$ cat src/rtl/sample_msg_combiner_pkg.sv
// ============================================================================
// sample_msg_combiner_pkg : header-field definitions shared with the splitter
// Revision: 1.0
// ============================================================================
`default_nettype none

`ifndef MSG_LENGTH_WIDTH
`define MSG_LENGTH_WIDTH 8
`endif

// Length field of a header word sits just below the header flag.
`define MSG_HDR_LEN(word, width) word[(width)-2 -: `MSG_LENGTH_WIDTH]

package sample_msg_combiner_pkg;

    localparam int MSG_LEN_W = `MSG_LENGTH_WIDTH;

    typedef enum logic [1:0] {
        IN_EXPECT_HDR = 2'd0,
        IN_BODY       = 2'd1,
        IN_DISCARD    = 2'd2
    } in_state_e;

    typedef enum logic {
        OUT_IDLE = 1'b0,
        OUT_MSG  = 1'b1
    } out_state_e;

    function automatic int msg_hdr_bit(input int width);
        return width - 1;
    endfunction

endpackage

`default_nettype wire

$ cat src/rtl/sample_msg_combiner_fifo.sv
// ============================================================================
// msg_rewind_fifo : synchronous FIFO with write-pointer rewind and commit count
// Revision: 1.0
// ============================================================================
`default_nettype none

module msg_rewind_fifo #(
    parameter int WIDTH       = 32,
    parameter int LOG         = 4,
    parameter bit AUTO_COMMIT = 1'b1
) (
    input  logic             clk,
    input  logic             rst_n,
    input  logic             wr_en_i,
    input  logic [WIDTH-1:0] wr_data_i,
    input  logic             rewind_i,
    input  logic [LOG:0]     rewind_ptr_i,
    input  logic             commit_i,
    input  logic             release_i,
    input  logic             rd_en_i,
    output logic [WIDTH-1:0] rd_data_o,
    output logic [LOG:0]     wr_ptr_o,
    output logic             full_o,
    output logic             avail_o
);

    localparam int DEPTH = 1 << LOG;

    logic [WIDTH-1:0] mem_q [DEPTH];
    logic [LOG:0]     wr_ptr_q, wr_ptr_d;
    logic [LOG:0]     rd_ptr_q, rd_ptr_d;
    logic [LOG:0]     eff_wr_ptr;
    logic             empty;
    logic             do_wr;
    logic             do_rd;

    // A rewind applies in the same cycle, so a write may land on the rewound slot.
    assign eff_wr_ptr = rewind_i ? rewind_ptr_i : wr_ptr_q;
    assign full_o     = (eff_wr_ptr[LOG] != rd_ptr_q[LOG]) &&
                        (eff_wr_ptr[LOG-1:0] == rd_ptr_q[LOG-1:0]);
    assign empty      = (wr_ptr_q == rd_ptr_q);
    assign do_wr      = wr_en_i & ~full_o;
    assign do_rd      = rd_en_i & avail_o;
    assign wr_ptr_d   = do_wr ? eff_wr_ptr + 1'b1 : eff_wr_ptr;
    assign rd_ptr_d   = do_rd ? rd_ptr_q + 1'b1 : rd_ptr_q;
    assign wr_ptr_o   = eff_wr_ptr;
    assign rd_data_o  = mem_q[rd_ptr_q[LOG-1:0]];

    always_ff @(posedge clk) begin
        if (do_wr) begin
            mem_q[eff_wr_ptr[LOG-1:0]] <= wr_data_i;
        end
    end

    always_ff @(posedge clk or negedge rst_n) begin
        if (!rst_n) begin
            wr_ptr_q <= '0;
            rd_ptr_q <= '0;
        end else begin
            wr_ptr_q <= wr_ptr_d;
            rd_ptr_q <= rd_ptr_d;
        end
    end

    generate
        if (AUTO_COMMIT) begin : g_auto_commit
            logic unused_commit;
            assign unused_commit = commit_i ^ release_i;
            assign avail_o       = ~empty;
        end else begin : g_commit_count
            // Only committed messages are readable; uncommitted tail may be rewound.
            logic [LOG:0] count_q;
            always_ff @(posedge clk or negedge rst_n) begin
                if (!rst_n) begin
                    count_q <= '0;
                end else begin
                    count_q <= count_q + {{LOG{1'b0}}, commit_i} - {{LOG{1'b0}}, release_i};
                end
            end
            assign avail_o = ~empty && (count_q != '0);
        end
    endgenerate

endmodule

`default_nettype wire

$ cat src/rtl/sample_msg_combiner.sv
// ============================================================================
// sample_msg_combiner : merges a sample stream and a message stream into one
// Optional: SAMPLE_MSG_COMBINER_SAMPLE_PRIORITY_EN gives waiting samples priority.
// Revision: 1.0
// ============================================================================
`default_nettype none

module sample_msg_combiner
    import sample_msg_combiner_pkg::*;
#(
    parameter int WIDTH          = 32,
    parameter int SAMPLE_BUF_LOG = 4,
    parameter int MSG_BUF_LOG    = 6
) (
    input  logic             clk,
    input  logic             rst_n,
    input  logic [WIDTH-1:0] in_samples,
    input  logic             in_samples_nd,
    input  logic [WIDTH-1:0] in_msg,
    input  logic             in_msg_nd,
    output logic [WIDTH-1:0] out_data,
    output logic             out_nd,
    output logic             error
);

    localparam int HDR_BIT = msg_hdr_bit(WIDTH);

    in_state_e                in_state_q, in_state_d;
    logic [MSG_LEN_W-1:0]     remaining_q, remaining_d;
    logic [MSG_BUF_LOG:0]     start_ptr_q, start_ptr_d;
    out_state_e               out_state_q, out_state_d;
    logic [MSG_LEN_W-1:0]     out_rem_q, out_rem_d;
    logic [WIDTH-1:0]         out_data_q, out_data_d;
    logic                     out_nd_q, out_nd_d;
    logic                     error_q, error_d;

    logic                     s_wr, s_bad, s_full, s_avail, s_rd;
    logic [WIDTH-1:0]         s_rd_data;
    logic [SAMPLE_BUF_LOG:0]  s_wr_ptr_unused;

    logic                     m_wr, m_rewind, m_commit, m_err, m_full, m_avail, m_rd, m_release;
    logic [WIDTH-1:0]         m_rd_data;
    logic [MSG_BUF_LOG:0]     m_wr_ptr;
    logic [MSG_LEN_W-1:0]     in_len, out_len;
    logic                     pick_msg, pick_sample;

    assign s_bad = in_samples_nd & (in_samples[HDR_BIT] | s_full);
    assign s_wr  = in_samples_nd & ~in_samples[HDR_BIT] & ~s_full;

    msg_rewind_fifo #(
        .WIDTH       (WIDTH),
        .LOG         (SAMPLE_BUF_LOG),
        .AUTO_COMMIT (1'b1)
    ) u_sample_fifo (
        .clk          (clk),
        .rst_n        (rst_n),
        .wr_en_i      (s_wr),
        .wr_data_i    (in_samples),
        .rewind_i     (1'b0),
        .rewind_ptr_i ('0),
        .commit_i     (1'b0),
        .release_i    (1'b0),
        .rd_en_i      (s_rd),
        .rd_data_o    (s_rd_data),
        .wr_ptr_o     (s_wr_ptr_unused),
        .full_o       (s_full),
        .avail_o      (s_avail)
    );

    msg_rewind_fifo #(
        .WIDTH       (WIDTH),
        .LOG         (MSG_BUF_LOG),
        .AUTO_COMMIT (1'b0)
    ) u_msg_fifo (
        .clk          (clk),
        .rst_n        (rst_n),
        .wr_en_i      (m_wr),
        .wr_data_i    (in_msg),
        .rewind_i     (m_rewind),
        .rewind_ptr_i (start_ptr_q),
        .commit_i     (m_commit),
        .release_i    (m_release),
        .rd_en_i      (m_rd),
        .rd_data_o    (m_rd_data),
        .wr_ptr_o     (m_wr_ptr),
        .full_o       (m_full),
        .avail_o      (m_avail)
    );

    assign in_len  = `MSG_HDR_LEN(in_msg, WIDTH);
    assign out_len = `MSG_HDR_LEN(m_rd_data, WIDTH);

    // DISCARD keeps the pointer parked at the abandoned message start.
    assign m_rewind = (in_state_q == IN_DISCARD) |
                      (in_msg_nd & in_msg[HDR_BIT] & (in_state_q == IN_BODY));

    always_comb begin
        in_state_d  = in_state_q;
        remaining_d = remaining_q;
        start_ptr_d = start_ptr_q;
        m_wr        = 1'b0;
        m_commit    = 1'b0;
        m_err       = 1'b0;
        if (in_msg_nd) begin
            if (in_msg[HDR_BIT]) begin
                if (in_state_q == IN_BODY) begin
                    m_err = 1'b1;
                end
                start_ptr_d = m_wr_ptr;
                if (m_full) begin
                    m_err      = 1'b1;
                    in_state_d = IN_DISCARD;
                end else begin
                    m_wr = 1'b1;
                    if (in_len == '0) begin
                        m_commit   = 1'b1;
                        in_state_d = IN_EXPECT_HDR;
                    end else begin
                        remaining_d = in_len;
                        in_state_d  = IN_BODY;
                    end
                end
            end else begin
                case (in_state_q)
                    IN_BODY: begin
                        if (m_full) begin
                            m_err      = 1'b1;
                            in_state_d = IN_DISCARD;
                        end else begin
                            m_wr        = 1'b1;
                            remaining_d = remaining_q - 1'b1;
                            if (remaining_q == MSG_LEN_W'(1)) begin
                                m_commit   = 1'b1;
                                in_state_d = IN_EXPECT_HDR;
                            end
                        end
                    end
                    IN_EXPECT_HDR: m_err = 1'b1;
                    default: ;
                endcase
            end
        end
    end

`ifdef SAMPLE_MSG_COMBINER_SAMPLE_PRIORITY_EN
    assign pick_sample = s_avail;
    assign pick_msg    = m_avail & ~s_avail;
`else
    assign pick_msg    = m_avail;
    assign pick_sample = s_avail & ~m_avail;
`endif

    always_comb begin
        out_state_d = out_state_q;
        out_rem_d   = out_rem_q;
        out_data_d  = out_data_q;
        out_nd_d    = 1'b0;
        s_rd        = 1'b0;
        m_rd        = 1'b0;
        m_release   = 1'b0;
        case (out_state_q)
            OUT_IDLE: begin
                if (pick_msg) begin
                    m_rd       = 1'b1;
                    out_data_d = m_rd_data;
                    out_nd_d   = 1'b1;
                    out_rem_d  = out_len;
                    if (out_len == '0) begin
                        m_release = 1'b1;
                    end else begin
                        out_state_d = OUT_MSG;
                    end
                end else if (pick_sample) begin
                    s_rd       = 1'b1;
                    out_data_d = s_rd_data;
                    out_nd_d   = 1'b1;
                end
            end
            OUT_MSG: begin
                m_rd       = 1'b1;
                out_data_d = m_rd_data;
                out_nd_d   = 1'b1;
                out_rem_d  = out_rem_q - 1'b1;
                if (out_rem_q == MSG_LEN_W'(1)) begin
                    m_release   = 1'b1;
                    out_state_d = OUT_IDLE;
                end
            end
            default: ;
        endcase
    end

    assign error_d = error_q | s_bad | m_err;

    always_ff @(posedge clk or negedge rst_n) begin
        if (!rst_n) begin
            in_state_q  <= IN_EXPECT_HDR;
            remaining_q <= '0;
            start_ptr_q <= '0;
            out_state_q <= OUT_IDLE;
            out_rem_q   <= '0;
            out_data_q  <= '0;
            out_nd_q    <= 1'b0;
            error_q     <= 1'b0;
        end else begin
            in_state_q  <= in_state_d;
            remaining_q <= remaining_d;
            start_ptr_q <= start_ptr_d;
            out_state_q <= out_state_d;
            out_rem_q   <= out_rem_d;
            out_data_q  <= out_data_d;
            out_nd_q    <= out_nd_d;
            error_q     <= error_d;
        end
    end

    assign out_data = out_data_q;
    assign out_nd   = out_nd_q;
    assign error    = error_q;

endmodule

`default_nettype wire

$ cat config.mk
export PLATFORM = sky130hd
export DESIGN_NAME = sample_msg_combiner
export DESIGN_NICKNAME = d
export VERILOG_FILES = /design/src/rtl/sample_msg_combiner_pkg.sv /design/src/rtl/sample_msg_combiner_fifo.sv /design/src/rtl/sample_msg_combiner.sv
export SDC_FILE = /design/constraint.sdc
export NUM_CORES = 2
export LEC_CHECK = 0
export ABC_AREA = 1
export CORE_ASPECT_RATIO = 1.25
export CORE_UTILIZATION = 37
export CTS_CLUSTER_DIAMETER = 60
export DETAILED_ROUTE_END_ITERATION = 12
export GPL_TIMING_DRIVEN = 0
export PLACE_DENSITY = 0.54
export SYNTH_ARGS = -nofsm -noshare
export SYNTH_HDL_FRONTEND = slang
export SYNTH_HIERARCHICAL = 1
export SYNTH_SLANG_ARGS = --single-unit
$ cat constraint.sdc
create_clock -name clk -period 12.8 [get_ports clk]
set_input_delay 3.84 -clock clk [delete_from_list [all_inputs] [get_ports clk]]
set_output_delay 3.84 -clock clk [all_outputs]
set_load 0.1 [all_outputs]
=== Yosys cells after proc, flatten, opt, wreduce, memory -nomap -nowiden ===
Memories as Yosys holds them, arrays and structs flattened.
Index checks and enable logic that the tools add are counted.
W data, S select, Z words.

* Bits in registers: 91
* Bits in writable memories: 2560
* Output and inout port bits: 34
* Logic and storage cells: 123
* Memories kept: 2

{| class="wikitable"
|+ Memories
! name !! words !! width !! rd ports !! clocked after memory_dff !! write ports !! line !! text
|-
| u_msg_fifo.mem_q || 64 || 32 || 1 || 0 || 1 || sample_msg_combiner_fifo.sv:29 || <nowiki>logic [WIDTH-1:0] mem_q [DEPTH];</nowiki>
|-
| u_sample_fifo.mem_q || 16 || 32 || 1 || 0 || 1 || sample_msg_combiner_fifo.sv:29 ||
|}

* Add/sub/neg operators: 8
* Eq/ne operators: 13
* Mux-type cells: 54
* Bitwise operators: 21
* Reduce and logical (&&, ||, !) cells: 12

{| class="wikitable"
|+ Operators by type and width
! cell !! number
|-
| $mux W32 || 2
|-
| $pmux W32 S2 || 1
|-
| $mux W8 || 6
|-
| $mux W1 || 32
|-
| $eq A8 B1 Y1 const B || 2
|-
| $logic_not A8 Y1 || 2
|-
| $pmux W8 S2 || 1
|-
| $sub A8 B1 Y8 const B || 2
|-
| $add A7 B1 Y7 const B || 2
|-
| $mux W7 || 2
|-
| $add A5 B1 Y5 const B || 2
|-
| $and A1 B1 Y1 || 10
|-
| $mux W2 || 5
|-
| $pmux W1 S2 || 5
|-
| $add A7 B1 Y7 || 1
|-
| $eq A7 B7 Y1 || 1
|-
| $not A1 Y1 || 7
|-
| $reduce_bool A7 Y1 || 1
|-
| $sub A7 B1 Y7 || 1
|-
| $eq A6 B6 Y1 || 1
|-
| $eq A5 B5 Y1 || 1
|-
| $eq A4 B4 Y1 || 1
|-
| $ne A2 B2 Y1 const B || 2
|-
| $or A1 B1 Y1 || 4
|-
| 11 further kinds || 14
|}

=== Logic depth before layout (Yosys ltp) ===
* Depth after elaboration: 13
* Gate-level depth with buffers: 31
* Mapped depth without buffers: 27

=== By module ===
Netlist, hierarchy kept.

{| class="wikitable"
|+ By module, submodules not included
! module !! times used !! cells each !! area an instance (sq um) !! sequential area each (sq um)
|-
| msg_rewind_fifo at u_msg_fifo || 1 || 8407 || 88137.0 || 62024.5
|-
| msg_rewind_fifo at u_sample_fifo || 1 || 1633 || 20823.7 || 15625.0
|-
| sample_msg_combiner || 1 || 383 || 3050.4 || 1501.4
|}

=== Worst setup path before layout ===
No wires, ideal clock.

* Path kind: input port to flip-flop
* Start point: input port in_msg[31]
* End point: memory u_msg_fifo.mem_q[12][0] (enable)
* Data arrival time: 7.552 ns
* Required time: 12.379 ns
* Path slack: 4.827 ns
* Stages: 18
* Path buffers: 5
* Path through: clkbuf_1 > nand3_1 > o21ai_0 > buf_6 > buf_6 > nand2_1 > o21ai_4 > xor2_1 > nor2_1 > nand2_2 > buf_4 > inv_1 > inv_1 > nand2_1 > inv_1 > buf_1 > nand3_1 > nor2_1

* Cells in the longest elaborated chain, start to end: 13
* Elaborated cells between the ends (all ways): 15

{| class="wikitable"
|+ RTL lines
! what !! line !! text
|-
| start, declared || sample_msg_combiner.sv:19 || <nowiki>input logic [WIDTH-1:0] in_msg,</nowiki>
|-
| $and A1 B1 Y1 (*) (2 in a row) || sample_msg_combiner.sv:95 || <nowiki>(in_msg_nd & in_msg[HDR_BIT] & (in_state_q == IN_BODY));</nowiki>
|-
| $or A1 B1 Y1 (*) || sample_msg_combiner.sv:94 || <nowiki>assign m_rewind = (in_state_q == IN_DISCARD) |</nowiki>
|-
| net m_rewind || sample_msg_combiner.sv:41 || <nowiki>logic m_wr, m_rewind, m_commit, m_err, m_full, m_avail, m_rd, m_release;</nowiki>
|-
| $mux W7 (*) || sample_msg_combiner_fifo.sv:38 || <nowiki>assign eff_wr_ptr = rewind_i ? rewind_ptr_i : wr_ptr_q;</nowiki>
|-
| $eq A6 B6 Y1 or $ne A1 B1 Y1 (tied branches) || sample_msg_combiner_fifo.sv:40, sample_msg_combiner_fifo.sv:39 ||
|-
| $logic_and A1 B1 Y1 (*) || sample_msg_combiner_fifo.sv:39 || <nowiki>assign full_o = (eff_wr_ptr[LOG] != rd_ptr_q[LOG]) &&</nowiki>
|-
| net m_full || sample_msg_combiner.sv:41 ||
|-
| $mux W1 (*) || sample_msg_combiner.sv:110, sample_msg_combiner.sv:126 ||
|-
| $mux W1 || sample_msg_combiner.sv:124 || <nowiki>case (in_state_q)</nowiki>
|-
| $mux W1 (*) || sample_msg_combiner.sv:105 || <nowiki>if (in_msg[HDR_BIT]) begin</nowiki>
|-
| $mux W1 (*) || sample_msg_combiner.sv:104 || <nowiki>if (in_msg_nd) begin</nowiki>
|-
| net m_wr || sample_msg_combiner.sv:41 ||
|-
| $and A1 B1 Y1 (*) || sample_msg_combiner_fifo.sv:42 || <nowiki>assign do_wr = wr_en_i & ~full_o;</nowiki>
|-
| $mux W1 (*) || sample_msg_combiner_fifo.sv:50 || <nowiki>if (do_wr) begin</nowiki>
|-
| $mux W1 (implied by the code) (*) || sample_msg_combiner_fifo.sv:51 || <nowiki>mem_q[eff_wr_ptr[LOG-1:0]] <= wr_data_i;</nowiki>
|-
| end, declared || sample_msg_combiner_fifo.sv:29 ||
|}

Mark *: on every way through the listed nets, which the timed path passes. The rest lies on a longest branch.

=== Final worst setup path ===
* Start point: input port in_msg[31]
* End point: memory u_msg_fifo.mem_q[28][9] (enable)

* Cells in the longest elaborated chain, start to end: 13
* Elaborated cells between the ends (all ways): 15

{| class="wikitable"
|+ RTL lines
! what !! line !! text
|-
| $and A1 B1 Y1 (*) (2 in a row) || sample_msg_combiner.sv:95 ||
|-
| $or A1 B1 Y1 (*) || sample_msg_combiner.sv:94 ||
|-
| net m_rewind || sample_msg_combiner.sv:41 ||
|-
| $mux W7 (*) || sample_msg_combiner_fifo.sv:38 ||
|-
| net m_wr_ptr[3] || sample_msg_combiner.sv:43 || <nowiki>logic [MSG_BUF_LOG:0] m_wr_ptr;</nowiki>
|-
| $eq A6 B6 Y1 (*) || sample_msg_combiner_fifo.sv:40 || <nowiki>(eff_wr_ptr[LOG-1:0] == rd_ptr_q[LOG-1:0]);</nowiki>
|-
| $logic_and A1 B1 Y1 (*) || sample_msg_combiner_fifo.sv:39 ||
|-
| net m_full || sample_msg_combiner.sv:41 ||
|-
| $mux W1 (*) || sample_msg_combiner.sv:110, sample_msg_combiner.sv:126 ||
|-
| $mux W1 || sample_msg_combiner.sv:124 ||
|-
| $mux W1 (*) || sample_msg_combiner.sv:105 ||
|-
| $mux W1 (*) || sample_msg_combiner.sv:104 ||
|-
| net m_wr || sample_msg_combiner.sv:41 ||
|-
| $and A1 B1 Y1 (*) || sample_msg_combiner_fifo.sv:42 ||
|-
| $mux W1 (*) || sample_msg_combiner_fifo.sv:50 ||
|-
| $mux W1 (implied by the code) (*) || sample_msg_combiner_fifo.sv:51 ||
|}

Marks and branches as above.

==> flow_summary.rst <==
.. list-table::
   :header-rows: 1

   * - Metric
     - Value
   * - Setup slack on the worst flop-to-flop path
     - 6.13 ns
   * - Vertical die dimension
     - 617 µm
   * - Vias per cell
     - 5.29
   * - Slew @ Worst Pin
     - 1.48 ns
   * - Die area
     - 305,000 µm²
   * - Cts-stage hold buffer count
     - 0
   * - Cell Pwr Density
     - 223 nW/µm²
   * - Effective utilization at floorplan
     - 37.2%
   * - Number of hold violations in the final report
     - 0
   * - Antenna Nets Post-Route
     - 0
   * - Clock tree buffer depth
     - 4
   * - Number of maximum-capacitance violations
     - 0
   * - Largest clock skew in the final design
     - 0.0873 ns
   * - First-pass GRT wire length
     - 563 mm
   * - Initial antenna violation count
     - 43
   * - Flop and latch count out of synthesis
     - 2,651
   * - Root Buffer
     - clkbuf_16
   * - Capture point of the worst reg-to-reg path
     - u_msg_fifo/g_commit_count.count_q[6]
   * - Post-synth top area cell
     - edfxtp_1
   * - Count of final max-slew check failures
     - 0
   * - Top cells by area, synth
     - edfxtp_1 (69%), nand2_1 (11%), nand3_1 (4.8%), inv_1 (3.7%), nor2_1 (2.7%)
   * - Design Area, Final
     - 130,000 µm²
   * - Start point of the critical path
     - in_msg[31]
   * - Number of instances in the placed design
     - 14.6k
   * - Total length of routed wires
     - 404 mm
   * - Post-layout net count
     - 11.0k
   * - Total of cells resized after clock tree synthesis
     - 0
   * - Post-route setup TNS
     - 0 ns
   * - Core Region
     - 301,000 µm²
   * - Maximum number of pins on one net before global-route repair
     - 66
   * - Outcome
     - completed
   * - Period utilization
     - 76.8%
   * - Classification of the worst setup path
     - in -> reg
   * - Category of the worst setup path launch point
     - input port
   * - GRT Overall Usage
     - 26.1%
   * - TritonCTS clock tree
     - done
   * - Horizontal die dimension
     - 494 µm
   * - Total CTS buffers
     - 285
   * - Highest ir drop seen on vdd
     - 222 µV
   * - Unrepaired setup endpoints after global routing
     - false
   * - Fraction of final layout cells with drive strength greater than 1
     - 8.24%
   * - Highest clock rate
     - 102 MHz
   * - Port Buffer Count
     - 101
   * - Count of placed standard cells in the final layout, fillers left out
     - 15.1k
   * - Share of the synthesized area in the top cell type
     - 68.6%
   * - Number of clock sinks seen by CTS
     - 2,651
   * - Initial detailed-routing violation count
     - 9,654
   * - Wirelength per Cell
     - 26.7 µm
   * - Category of the worst setup path capture point
     - flip-flop
   * - Static Leakage
     - 0.0504 µW
   * - Number of warning messages in the yosys log
     - 6
   * - Setup Viol. Count Final
     - 0
   * - Seq/Total Area, Yosys
     - 70.7%
   * - Worst setup path end
     - u_msg_fifo/mem_q[28][9]
   * - Netlist area before placement
     - 112,000 µm²
   * - Post-detailed-placement half-perimeter wirelength
     - 280 mm
   * - Hold/Removal Path Class
     - reg -> reg
   * - Per-instance average area after synthesis
     - 10.7 µm²
   * - Tmin final
     - 9.83 ns
   * - Signal arrival time at the worst endpoint
     - 10.35 ns
   * - Number of levels the H-tree was split into
     - 5
   * - IO Pins
     - 102
   * - Worst reg-to-reg path cell count
     - 26
   * - Placed instance area
     - 121,000 µm²
   * - Synthesized instance count
     - 10.4k
   * - Vias post-DR
     - 79.9k
   * - Register clock-pin slew on the reported worst setup and hold paths
     - 0.06 ns
   * - Number of global-route vias before repair
     - 75.4k
   * - DRC violation count after routing
     - 0
   * - Remaining max-slew budget at the tightest pin
     - 1.33%
   * - Post-CTS Setup Bufs
     - 0
   * - Start of the worst register-to-register path
     - u_msg_fifo/rd_ptr_q[2]
   * - Critical path data required time
     - 13.32 ns
   * - Clk Latency, worst-skew pair
     - 0.90 ns
   * - Total congestion overflow
     - 0
   * - Final GP Congestion
     - 0.995
   * - Site Rows
     - 225
   * - Count of distinct cell types in the synthesized netlist
     - 44
   * - Layout Area Growth over Synthesis
     - 15.8%
   * - Largest fanout on the critical path
     - 36
   * - Iteration count of the initial detailed-routing pass
     - 6
==> power breakdown <==
part	leakage (µW)	total, µW	internal (µW)	switching (µW)
sequential	0.0241	10000	9880	160
combinational	0.0221	11100	2460	8590
clock	0.00417	7830	4410	3420
==> layer usage <==
metal	up-vias	global-route usage (%)	part of all wire (%)
met5	-	0	0.051
li1	35681	-	-
met3	865	4.93	8.9
met1	39577	32.8	38
met2	3760	42.3	47
met4	36	14.4	6.2
==> sequential cells by signal, indices dropped and copies added (netlist names), 8 cells and up <==
name / count
u_msg_fifo/mem_q: 2048
out_data: 32
remaining_q: 8
out_rem_q: 8
u_sample_fifo/mem_q: 512
==> cell usage in the layout, fill, tap and decap left out, types with 60 or more instances in the layout <==
| master | Yosys | final |
|---|---|---|
| nor2_1 | 820 | 751 |
| dfrtp_1 | 91 | 91 |
| nor2_4 | 0 | 80 |
| nand2_1 | 3312 | 3312 |
| nand3_1 | 1084 | 1084 |
| o21ai_0 | 395 | 395 |
| edfxtp_1 | 2560 | 2560 |
| inv_1 | 1096 | 1095 |
| buf_2 | 224 | 226 |
| a21oi_1 | 162 | 162 |
| clkinv_1 | 3 | 60 |
| clkbuf_1 | 220 | 282 |
| clkbuf_16 | 0 | 292 |
| buf_1 | 74 | 73 |
| buf_12 | 0 | 73 |
| clkdlybuf4s50_1 | 0 | 68 |
==> stage by stage <==
stage	hold WS, ns	utilization [%]	setup WS [ns]	power [µW]
after floorplan	0.464	-	4.83	15900
after global placement	0.462	39.2	-2.23	20800
after detailed placement	0.460	40.2	2.36	20900
after CTS	0.483	43.1	3.25	28700
after global routing	0.507	43.1	2.89	29900
final	0.481	43.1	2.97	28900
==> how the worst min path moves through the flow <==
stage                     cells after the start    startpoint            to
after detailed placement                      1         error         error
after CTS                                     1         error         error
final                                         2   out_data[6]   out_data[6]
after floorplan                               2  out_rem_q[7]  out_rem_q[7]
after global routing                          2   out_data[8]   out_data[8]
after global placement                        1         error         error
==> cells in the mapped netlist, drive strengths merged <==
master   instances
mux2             7
nand3         1089
o211ai          47
clkinv           3
inv           1105
clkbuf         221
o21ai          459
o22ai           33
xor2            23
nand4           43
a31oi            1
a22oi           25
and2             1
nand2         3320
and3             5
nand3b           3
nor3b            2
or2             26
nor3             6
nor2           834
o2111ai          1
xnor2            6
edfxtp        2560
a21oi          164
conb             1
fa               1
dfrtp           91
buf            326
ha              20
==> logic make-up after synthesis <==
logic type,share of synthesized area [%]
AO/OA/AOI/OAI,3.51
multiplexers,0.0704
flip-flops,70.7
buffers and inverters,5.94
XOR/XNOR,0.227
other,0.00335
adder cells (fa/ha/maj),0.241
AND/OR/NAND/NOR,19.3
==> layout make-up <==
class                      instances  area (µm²)
antenna                           11        27.5
buffer                           547        2490
clock buffer                     365        7630
clock inverter                   123         917
fill                           28170      171000
inverter                        1108        4160
multi-input combinational       6123       26800
sequential                      2651       79200
tap                             3972        4970
timing repair buffer             214        3490
==> worst max-delay path, stage by stage <==
cell and delay [ns]:
buf_4 0.44, clkbuf_1 0.41, nand3_1 0.13, o21ai_0 0.37, buf_6 0.28, nand2_1 0.12, o21ai_4 0.14, inv_1 0.16
nand2_1 0.09, nand2_1 0.06, nand2_1 0.06, nor2_1 0.05, nand2_2 0.11, buf_4 0.22, inv_1 0.18, inv_1 0.13
nand2_1 0.22, inv_1 0.21, buf_1 0.47, nand3_1 1.15, nor2_4 1.08, buf_12 0.28
(Power assumes the default switching activity.)
